## config.mk

```make
export PLATFORM = sky130hd
export DESIGN_NAME = bus_mul_slave
export DESIGN_NICKNAME = d
export VERILOG_FILES = /design/src/rtl/bus_mul_pkg.sv /design/src/rtl/bus_mul_slave_mul_shift_add.sv /design/src/rtl/bus_mul_slave.sv
export SDC_FILE = /design/constraint.sdc
export NUM_CORES = 1
export LEC_CHECK = 0
export ABC_AREA = 1
export CORE_MARGIN = 8
export CORE_UTILIZATION = 65
export CTS_CLUSTER_DIAMETER = 150
export DETAILED_ROUTE_END_ITERATION = 12
export HOLD_SLACK_MARGIN = 0.06
export PLACE_DENSITY = 0.81
export REMOVE_ABC_BUFFERS = 1
export SLEW_MARGIN = 20
export SYNTH_ARGS = -nofsm -noshare
export SYNTH_HDL_FRONTEND = slang
export SYNTH_SLANG_ARGS = --single-unit
```

## constraint.sdc

```tcl
create_clock -name clk -period 5.8 [get_ports clk]
set_input_delay 1.16 -clock clk [delete_from_list [all_inputs] [get_ports clk]]
set_output_delay 1.16 -clock clk [all_outputs]
set_load 0.01 [all_outputs]
```

## src/rtl/bus_mul_pkg.sv

```systemverilog
// Shared constants for the memory-mapped multiplier slave: register offsets, bit indices, FSM codes.
// No logic of its own; imported by the slave top and its datapath.
package bus_mul_pkg;

    localparam logic [7:0] OFF_OPA    = 8'h00;
    localparam logic [7:0] OFF_OPB    = 8'h01;
    localparam logic [7:0] OFF_CTRL   = 8'h02;
    localparam logic [7:0] OFF_STATUS = 8'h03;
    localparam logic [7:0] OFF_CLR    = 8'h04;
    localparam logic [7:0] OFF_RES_LO = 8'h05;
    localparam logic [7:0] OFF_RES_HI = 8'h06;

    localparam int CTRL_START_BIT = 0;
    localparam int CTRL_IE_BIT    = 1;
    localparam int STAT_BUSY_BIT  = 0;
    localparam int STAT_DONE_BIT  = 1;
    localparam int CLR_DONE_BIT   = 0;

    localparam logic [1:0] ST_IDLE = 2'd0;
    localparam logic [1:0] ST_EXEC = 2'd1;
    localparam logic [1:0] ST_DONE = 2'd2;

    // One decoded bus access for the current cycle.
    typedef struct packed {
        logic       wr;
        logic       rd;
        logic [7:0] off;
    } bus_acc_t;

endpackage

```

## src/rtl/bus_mul_slave_mul_shift_add.sv

```systemverilog
// Iterative unsigned shift-add multiplier: DATA_W cycles from start to done_pulse, product valid with done_pulse.
// No backpressure; start is ignored while busy, and product is only meaningful in the done_pulse cycle.
module mul_shift_add
    import bus_mul_pkg::*;
#(
    parameter int DATA_W = 32
) (
    input  logic                clk,
    input  logic                reset_n,
    input  logic                start,
    input  logic [DATA_W-1:0]   a,
    input  logic [DATA_W-1:0]   b,
    output logic                busy,
    output logic                done_pulse,
    output logic [2*DATA_W-1:0] product
);

    localparam int CNT_W = (DATA_W > 1) ? $clog2(DATA_W) : 1;

    logic [DATA_W-1:0]   mcand_q, mcand_d;
    logic [DATA_W-1:0]   mplier_q, mplier_d;
    logic [2*DATA_W-1:0] acc_q, acc_d;
    logic [CNT_W-1:0]    cnt_q, cnt_d;
    logic                busy_q, busy_d;

    logic [DATA_W:0]     sum;
    logic [2*DATA_W-1:0] acc_step;
    logic                last;

    // Carry out of the upper-half add becomes the new MSB after the shift.
    always_comb begin
        sum      = {1'b0, acc_q[2*DATA_W-1:DATA_W]};
        if (mplier_q[0]) begin
            sum = sum + {1'b0, mcand_q};
        end
        acc_step = {sum, acc_q[DATA_W-1:1]};
    end

    assign last = busy_q && (cnt_q == CNT_W'(DATA_W - 1));

    always_comb begin
        mcand_d  = mcand_q;
        mplier_d = mplier_q;
        acc_d    = acc_q;
        cnt_d    = cnt_q;
        busy_d   = busy_q;
        if (busy_q) begin
            acc_d    = acc_step;
            mplier_d = mplier_q >> 1;
            cnt_d    = cnt_q + CNT_W'(1);
            if (last) begin
                busy_d = 1'b0;
            end
        end else if (start) begin
            mcand_d  = a;
            mplier_d = b;
            acc_d    = '0;
            cnt_d    = '0;
            busy_d   = 1'b1;
        end
    end

    always_ff @(posedge clk or negedge reset_n) begin
        if (!reset_n) begin
            mcand_q  <= '0;
            mplier_q <= '0;
            acc_q    <= '0;
            cnt_q    <= '0;
            busy_q   <= 1'b0;
        end else begin
            mcand_q  <= mcand_d;
            mplier_q <= mplier_d;
            acc_q    <= acc_d;
            cnt_q    <= cnt_d;
            busy_q   <= busy_d;
        end
    end

    assign busy       = busy_q;
    assign done_pulse = last;
    assign product    = acc_step;

endmodule

```

## src/rtl/bus_mul_slave.sv

```systemverilog
// Bus-mapped multiplier slave: register file, 1-cycle registered read data, DATA_W-cycle multiply, level irq.
// No backpressure: every selected access completes in its cycle; a start while executing is dropped.
module bus_mul_slave
    import bus_mul_pkg::*;
#(
    parameter int DATA_W = 32,
    parameter int OFF_W  = 5
) (
    input  logic              clk,
    input  logic              reset_n,
    input  logic              S_sel,
    input  logic              S_wr,
    input  logic [7:0]        S_addr,
    input  logic [DATA_W-1:0] S_din,
    output logic [DATA_W-1:0] S_dout,
    output logic              irq
);

    bus_acc_t acc;

    logic [DATA_W-1:0]   opa_q, opa_d;
    logic [DATA_W-1:0]   opb_q, opb_d;
    logic [DATA_W-1:0]   res_lo_q, res_lo_d;
    logic [DATA_W-1:0]   res_hi_q, res_hi_d;
    logic [DATA_W-1:0]   dout_q, dout_d;
    logic                ie_q, ie_d;
    logic                done_q, done_d;
    logic [1:0]          state_q, state_d;

    logic                ctrl_wr, clr_wr, start_acc;
    logic [DATA_W-1:0]   rdata;
    logic                mul_busy, mul_done;
    logic [2*DATA_W-1:0] mul_product;

    logic unused_addr_hi;
    assign unused_addr_hi = ^S_addr[7:OFF_W];

    always_comb begin
        acc.wr  = S_sel && S_wr;
        acc.rd  = S_sel && !S_wr;
        acc.off = 8'(S_addr[OFF_W-1:0]);
    end

    assign ctrl_wr   = acc.wr && (acc.off == OFF_CTRL);
    assign clr_wr    = acc.wr && (acc.off == OFF_CLR) && S_din[CLR_DONE_BIT];
    assign start_acc = ctrl_wr && S_din[CTRL_START_BIT] && (state_q != ST_EXEC);

    mul_shift_add #(
        .DATA_W (DATA_W)
    ) u_mul (
        .clk        (clk),
        .reset_n    (reset_n),
        .start      (start_acc),
        .a          (opa_q),
        .b          (opb_q),
        .busy       (mul_busy),
        .done_pulse (mul_done),
        .product    (mul_product)
    );

    always_comb begin
        opa_d = opa_q;
        opb_d = opb_q;
        ie_d  = ie_q;
        if (acc.wr && (acc.off == OFF_OPA)) opa_d = S_din;
        if (acc.wr && (acc.off == OFF_OPB)) opb_d = S_din;
        if (ctrl_wr)                        ie_d  = S_din[CTRL_IE_BIT];
    end

    always_comb begin
        res_lo_d = res_lo_q;
        res_hi_d = res_hi_q;
        if (mul_done) begin
            res_lo_d = mul_product[DATA_W-1:0];
            res_hi_d = mul_product[2*DATA_W-1:DATA_W];
        end
    end

    // CLR only acts outside EXEC, so completion always leaves done set.
    always_comb begin
        state_d = state_q;
        done_d  = done_q;
        case (state_q)
            ST_IDLE: begin
                if (start_acc) begin
                    state_d = ST_EXEC;
                    done_d  = 1'b0;
                end
            end
            ST_EXEC: begin
                if (mul_done) begin
                    state_d = ST_DONE;
                    done_d  = 1'b1;
                end
            end
            ST_DONE: begin
                if (start_acc) begin
                    state_d = ST_EXEC;
                    done_d  = 1'b0;
                end else if (clr_wr) begin
                    state_d = ST_IDLE;
                    done_d  = 1'b0;
                end
            end
            default: begin
                state_d = ST_IDLE;
                done_d  = 1'b0;
            end
        endcase
    end

    always_comb begin
        rdata = '0;
        case (acc.off)
            OFF_OPA:    rdata = opa_q;
            OFF_OPB:    rdata = opb_q;
            OFF_CTRL:   rdata[CTRL_IE_BIT] = ie_q;
            OFF_STATUS: begin
                rdata[STAT_BUSY_BIT] = mul_busy;
                rdata[STAT_DONE_BIT] = done_q;
            end
            OFF_RES_LO: rdata = res_lo_q;
            OFF_RES_HI: rdata = res_hi_q;
            default:    rdata = '0;
        endcase
        dout_d = acc.rd ? rdata : '0;
    end

    always_ff @(posedge clk or negedge reset_n) begin
        if (!reset_n) begin
            opa_q    <= '0;
            opb_q    <= '0;
            res_lo_q <= '0;
            res_hi_q <= '0;
            dout_q   <= '0;
            ie_q     <= 1'b0;
            done_q   <= 1'b0;
            state_q  <= ST_IDLE;
        end else begin
            opa_q    <= opa_d;
            opb_q    <= opb_d;
            res_lo_q <= res_lo_d;
            res_hi_q <= res_hi_d;
            dout_q   <= dout_d;
            ie_q     <= ie_d;
            done_q   <= done_d;
            state_q  <= state_d;
        end
    end

    assign S_dout = dout_q;
    assign irq    = done_q & ie_q;

endmodule

```

==> reports/qor.csv, run 1 <==
metric,value,unit
min_to,res_hi_q[16],
syn_area,14490,sq um
p_per_area,353.3,nW/um^2
insertion_delay,0.55,ns
path_class,in -> reg,
relSlewSlack,0.3679,
synth_edf_count,0,
arrival,4.01,ns
fmax,0.2768,GHz
end_kind,flip-flop,
synthXorXnorAreaFrac,0.007859,
place_area,15390,sq um
routed_wl,38760,um
timing.rr.start,u_mul.busy,
cts_made_buffers,29,
cts.sinks,296,
yosys.cell_types.count,41,
path_clk_slew,0.06,ns
vias,12610,
yosysSeqAreaShare,0.5113,
finalCritPeriodShare,0.6230,
initialDrtViolationCount,1306,
syn_inst,1822,
io_pins,77,
yosys.cell_count.top_type,nand2_1,
ant_nets,0,
holdPathStages,2,
cts_max_level,1,
final-max-slew-violation-count,0,
cp-start-kind,primary input,
ir_drop,0.2831,mV
dr.pass1.iters,6,
ys.flop_type,dfrtp_1,
yosys.area.top_type_share,0.5113,
cp_max_fo,33,
die_h,165.3,um
multi_input_comb_area,5861,sq um
final-seq-area,7407,sq um
fin_skew,0.01066,ns
start_util,0.6639,
fin_tns_setup,0,ns
holdCritStartpoint,res_hi_q[16],
vias_per_cell,5.837,
coreArea,21820,sq um
synth_top_family_by_area,simple AND/OR/NAND/NOR gates,
grt_max_degree,143,
synth-simple-area-share,0.2478,
grt_pass1_vias,12360,
avgSynthCellArea,7.952,sq um
clockRootBuffer,clkbuf_16,
synth_mux_area_frac,0,
cts.repair.resized,0,
die_area,27320,sq um
globalRouteOverflowTotal,0,
period_minus_slack,3.613,ns
yosys.area.top_type,dfrtp_1,
r2r_end,u_mul.mplier_q[30],
synth-compound-area-share,0.1162,
ys_ff_latch,296,
status,finished clean,
grt.total_usage,0.2870,
drive_gt1_frac,0.04894,
cts_tree,yes,
area_growth,12.51,%
cts_setup_buffers,0,
synth.area.top_cells,"dfrtp_1 51%, nand2_1 16%, inv_1 6.1%",
cap_violations,0,
ctsHoldBuffers,0,
drc,0,
ff2ff_path_depth,7,
holdCritPathClass,reg -> reg,
dp_hpwl,24400,um
synth_fa_ha_area_frac,0.03075,
antenna_found_initial,0,
gp_congestion,0.9472,
io_buffers,73,
finalInstanceArea,16300,sq um
final-hold-violation-count,0,
die_x,165.3,um
post_drt_wl_per_cell,17.95,um
rows,54,
clock_path_buffers,3,
reg2reg_setup_slack,2.54,ns
fill_cells,1624,
yosys-top-cells-count,"630 x nand2_1, 296 x dfrtp_1, 236 x inv_1",
worst_pin_slew,0.9482,ns
final-setup-viol-count,0,
leakage,8.258,nW
grt_setup_unrepaired,no,
synth_warnings,0,
synthArstFlopShare,1.000,
nNetsFinal,1938,
required,6.19,ns
grt_pass1_wl,63040,um
diodes,0,
[where the power goes]
part / switching, mW / internal (mW)
Clock: 0.784 / 1.03
Combinational: 0.859 / 0.476
Sequential: 0.213 / 2.40
[through the flow]
| step | hold slack (ns) | instances | setup slack [ns] | power [mW] | utilization |
|---|---|---|---|---|---|
| detailed placement | 0.4659 | 2108 | 1.815 | 3.946 | 0.7050 |
| floorplan | 0.4494 | 1739 | 0.5087 | 3.528 | - |
| CTS | 0.4823 | 2160 | 2.321 | 5.754 | 0.7466 |
| global placement | 0.4646 | 2108 | 1.887 | 3.891 | 0.7050 |
| finish | 0.4771 | 2160 | 2.187 | 5.759 | 0.7469 |
| global route | 0.5085 | 2160 | 2.112 | 6.052 | 0.7469 |
[layout by cell type, fill, tap and decap left out, types with 2 or more instances in the layout]
cell / count
a21oi_1: 23
a221oi_1: 7
a22o_1: 2
a22oi_1: 2
a41oi_1: 23
buf_4: 15
clkbuf_1: 9
clkbuf_16: 29
clkbuf_8: 9
clkdlybuf4s50_1: 72
clkinv_2: 6
dfrtp_1: 296
ha_1: 34
inv_1: 236
inv_2: 3
nand2_1: 626
nand2_2: 3
nand3_1: 152
nand3_2: 2
nand4_1: 4
nor2_1: 57
nor2_2: 2
nor3_1: 5
o211ai_1: 17
o21ai_0: 140
o21ai_1: 6
o21bai_1: 3
o221ai_1: 14
o22ai_1: 38
or2_2: 16
xnor2_1: 9
xor2_1: 4
[worst max-delay path by stage]
stage / startpoint / end / slack (ns) / cells after the start
finish: S_addr[4] / u_mul.mplier_q[30] / 2.19 / 9
global route: S_addr[0] / opb_q[22] / 2.11 / 10
CTS: S_addr[4] / u_mul.mcand_q[23] / 2.32 / 9
detailed placement: S_addr[4] / u_mul.mplier_q[30] / 1.81 / 9
global placement: S_addr[4] / u_mul.mplier_q[30] / 1.89 / 9
floorplan: S_addr[4] / S_dout[12] / 0.51 / 5
[layer usage]
layer	track usage	vias to the layer above	wire length (um)
li1	-	5936	-
met1	0.3990	6026	16790
met2	0.4536	566	17710
met3	0.05379	80	3295
met4	0.08644	0	965
met5	0	-	0
[state kept, by name (all words and copies together) (netlist names)]
register / cells
opa_q: 32
u_mul.mplier_q: 32
u_mul.acc_q: 63
u_mul.mcand_q: 32
opb_q: 32
res_hi_q: 32
S_dout: 32
state_q: 1
res_lo_q: 32
u_mul.busy: 1
u_mul.cnt_q: 5
ie_q: 1
done_q: 1
[kinds of logic (layout without fill, tap and decap cells)]
logic type               count (synthesis)  in the layout
flip-flops                             296            296
adder cells (fa/ha/maj)                 35             35
XOR/XNOR                                13             13
AO/OA/AOI/OAI                          279            279
AND/OR/NAND/NOR                        875            875
buffers and inverters                  324            382
[critical path, stage by stage]
cell,delay (ns)
clkdlybuf4s50_1,0.52
nor3_4,0.38
nand3_2,0.17
nor2_2,0.18
nand2_1,0.08
nand2_2,0.53
inv_2,0.53
a22oi_1,0.29
o21ai_0,0.12
[layout make-up]
cell class              instances  area share
flip-flops and latches        296      0.4544
well taps                     280     0.02149
repair buffers                 89     0.05327
inverters                     241     0.05557
multi-input cells            1202      0.3595
clock buffers                  47     0.05419
clock inverters                 5    0.001535
(Power assumes the default switching activity.)
==> run 2, diff against run 1 <==
--- a/config.mk
+++ b/config.mk
@@ -7,11 +7,11 @@
 export LEC_CHECK = 0
 export ABC_AREA = 1
 export CORE_MARGIN = 8
-export CORE_UTILIZATION = 65
+export CORE_UTILIZATION = 55
 export CTS_CLUSTER_DIAMETER = 150
 export DETAILED_ROUTE_END_ITERATION = 12
 export HOLD_SLACK_MARGIN = 0.06
-export PLACE_DENSITY = 0.81
+export PLACE_DENSITY = 0.73
 export REMOVE_ABC_BUFFERS = 1
 export SLEW_MARGIN = 20
 export SYNTH_ARGS = -nofsm -noshare
==> constraint.sdc (replaced) <==
create_clock -name clk -period 3.01 [get_ports clk]
set_input_delay 0.602 -clock clk [delete_from_list [all_inputs] [get_ports clk]]
set_output_delay 0.602 -clock clk [all_outputs]
set_load 0.01 [all_outputs]
==> run 2 against run 1 <==
Effect of this change: clock skew rose by 0.0057 ns; register-to-register slack got worse by 2.1 ns; clock power rose by 110%; power up 99%; worst hold slack improved by 0.0087 ns; die area rose by 16%; wire length fell by 1.6%; global-route usage is 4.3 points lower; via count fell by 1.2%; design area is 2.6% higher; setup slack got worse by 1.7 ns; critical path depth rose by 3; critical path type is now reg -> reg; largest power group unchanged.
==> reports/qor.csv, run 2 (same netlist as run 1, synthesis figures left out) <==
metric,value,unit
io_buffers,73,
start_util,0.5575,
area_growth,15.42,%
die_x,178.3,um
utilization,0.6435,
power.total,11.45,mW
fin_skew,0.01641,ns
fin_tns_setup,0,ns
cts.sinks,296,
die_area,31790,sq um
leakage,8.411,nW
ir_drop,0.5389,mV
finalCritPeriodShare,0.8410,
cts.repair.resized,0,
relSlewSlack,0.4630,
drive_gt1_frac,0.05898,
drc,0,
holdCritPathClass,reg -> reg,
gp_congestion,0.9388,
ctsHoldBuffers,1,
worst_pin_slew,0.8044,ns
io_pins,77,
multi_input_comb_area,5856,sq um
period_minus_slack,2.532,ns
worst_slack,0.4785,ns
place_ws,0.2449,ns
p_per_area,685.1,nW/um^2
final-setup-viol-count,0,
coreArea,25980,sq um
required,3.42,ns
cts_max_level,1,
grt_setup_unrepaired,no,
final-hold-violation-count,0,
path_class,reg -> reg,
grt_pass1_vias,12120,
cts_made_buffers,31,
final-seq-area,7407,sq um
status,finished clean,
final_common_cell,nand2_1,
antenna_found_initial,0,
cts_setup_buffers,0,
grt.total_usage,0.2441,
vias,12460,
diodes,0,
arrival,2.95,ns
dr.pass1.iters,5,
initialDrtViolationCount,1144,
grt_max_degree,94,
rows,59,
cp-start-kind,flip-flop,
final-max-slew-violation-count,0,
fmax,0.3950,GHz
post_drt_wl_per_cell,17.07,um
ant_nets,0,
grt_pass1_wl,62930,um
globalRouteOverflowTotal,0,
vias_per_cell,5.576,
largest_reg_flops,63,
insertion_delay,0.56,ns
dp_hpwl,25710,um
cp_max_fo,5,
routed_wl,38130,um
cts_tree,yes,
final_cell_mix,"626 x nand2_1, 296 x dfrtp_1, 236 x inv_1",
end_kind,flip-flop,
clockRootBuffer,clkbuf_16,
die_h,178.3,um
fill_cells,2226,
cap_violations,0,
clock_path_buffers,3,
top_register,u_mul.acc_q,
path_clk_slew,0.06,ns
nNetsFinal,1957,
## run 2: per-layer routing
| layer | vias up | global-route usage | share of wire |
|---|---|---|---|
| li1 | 5974 | - | - |
| met1 | 6039 | 0.3461 | 0.46 |
| met2 | 388 | 0.3916 | 0.46 |
| met3 | 55 | 0.03323 | 0.056 |
| met4 | 0 | 0.06166 | 0.018 |
| met5 | - | 0 | 0 |
## run 2: worst paths after layout
check,start,end,slack [ns],cells after the start
max reg2reg,u_mul.acc_q[32],u_mul.acc_q[63],0.48,12
max in group asynchronous,reset_n,opa_q[29],1.52,3
min in group asynchronous,reset_n,res_lo_q[9],0.63,2
max,u_mul.acc_q[32],u_mul.acc_q[63],0.48,12
min reg2reg,res_lo_q[10],res_lo_q[10],0.49,2
min,res_lo_q[10],res_lo_q[10],0.49,2
## run 2: critical path, cell delays in order (launching register included)
cell and delay, ns:
dfrtp_1 0.39, ha_1 0.26, fa_1 0.53, nand3_1 0.11
nand3_1 0.17, nand2_1 0.11, nand2_1 0.12, nand3_1 0.15
nand3_1 0.19, nand2_1 0.11, nand2_1 0.08, nand3_1 0.07
o21ai_0 0.10
## run 2: layout make-up
class / instances / area share
tap: 335 / 0.02507
sequential: 296 / 0.4430
clock inverter: 8 / 0.007258
inverter: 241 / 0.05410
timing repair buffer: 106 / 0.06645
multi-input combinational: 1202 / 0.3502
clock buffer: 46 / 0.05395
## run 2: where the power goes
part           switching [mW]  leakage [nW]  internal (mW)
Combinational            1.67          4.17          0.936
Clock                    1.55         0.500           2.31
Sequential              0.378          3.74           4.62
## run 2: per-stage QoR
| step | instance area [sq um] | hold slack (ns) | std cells |
|---|---|---|---|
| finish | 16720 | 0.4858 | 2234 |
| CTS | 16720 | 0.4869 | 2234 |
| global route | 16720 | 0.5028 | 2234 |
| floorplan | 14140 | 0.3064 | 1739 |
| detailed placement | 15690 | 0.4671 | 2179 |
| global placement | 15690 | 0.4639 | 2179 |
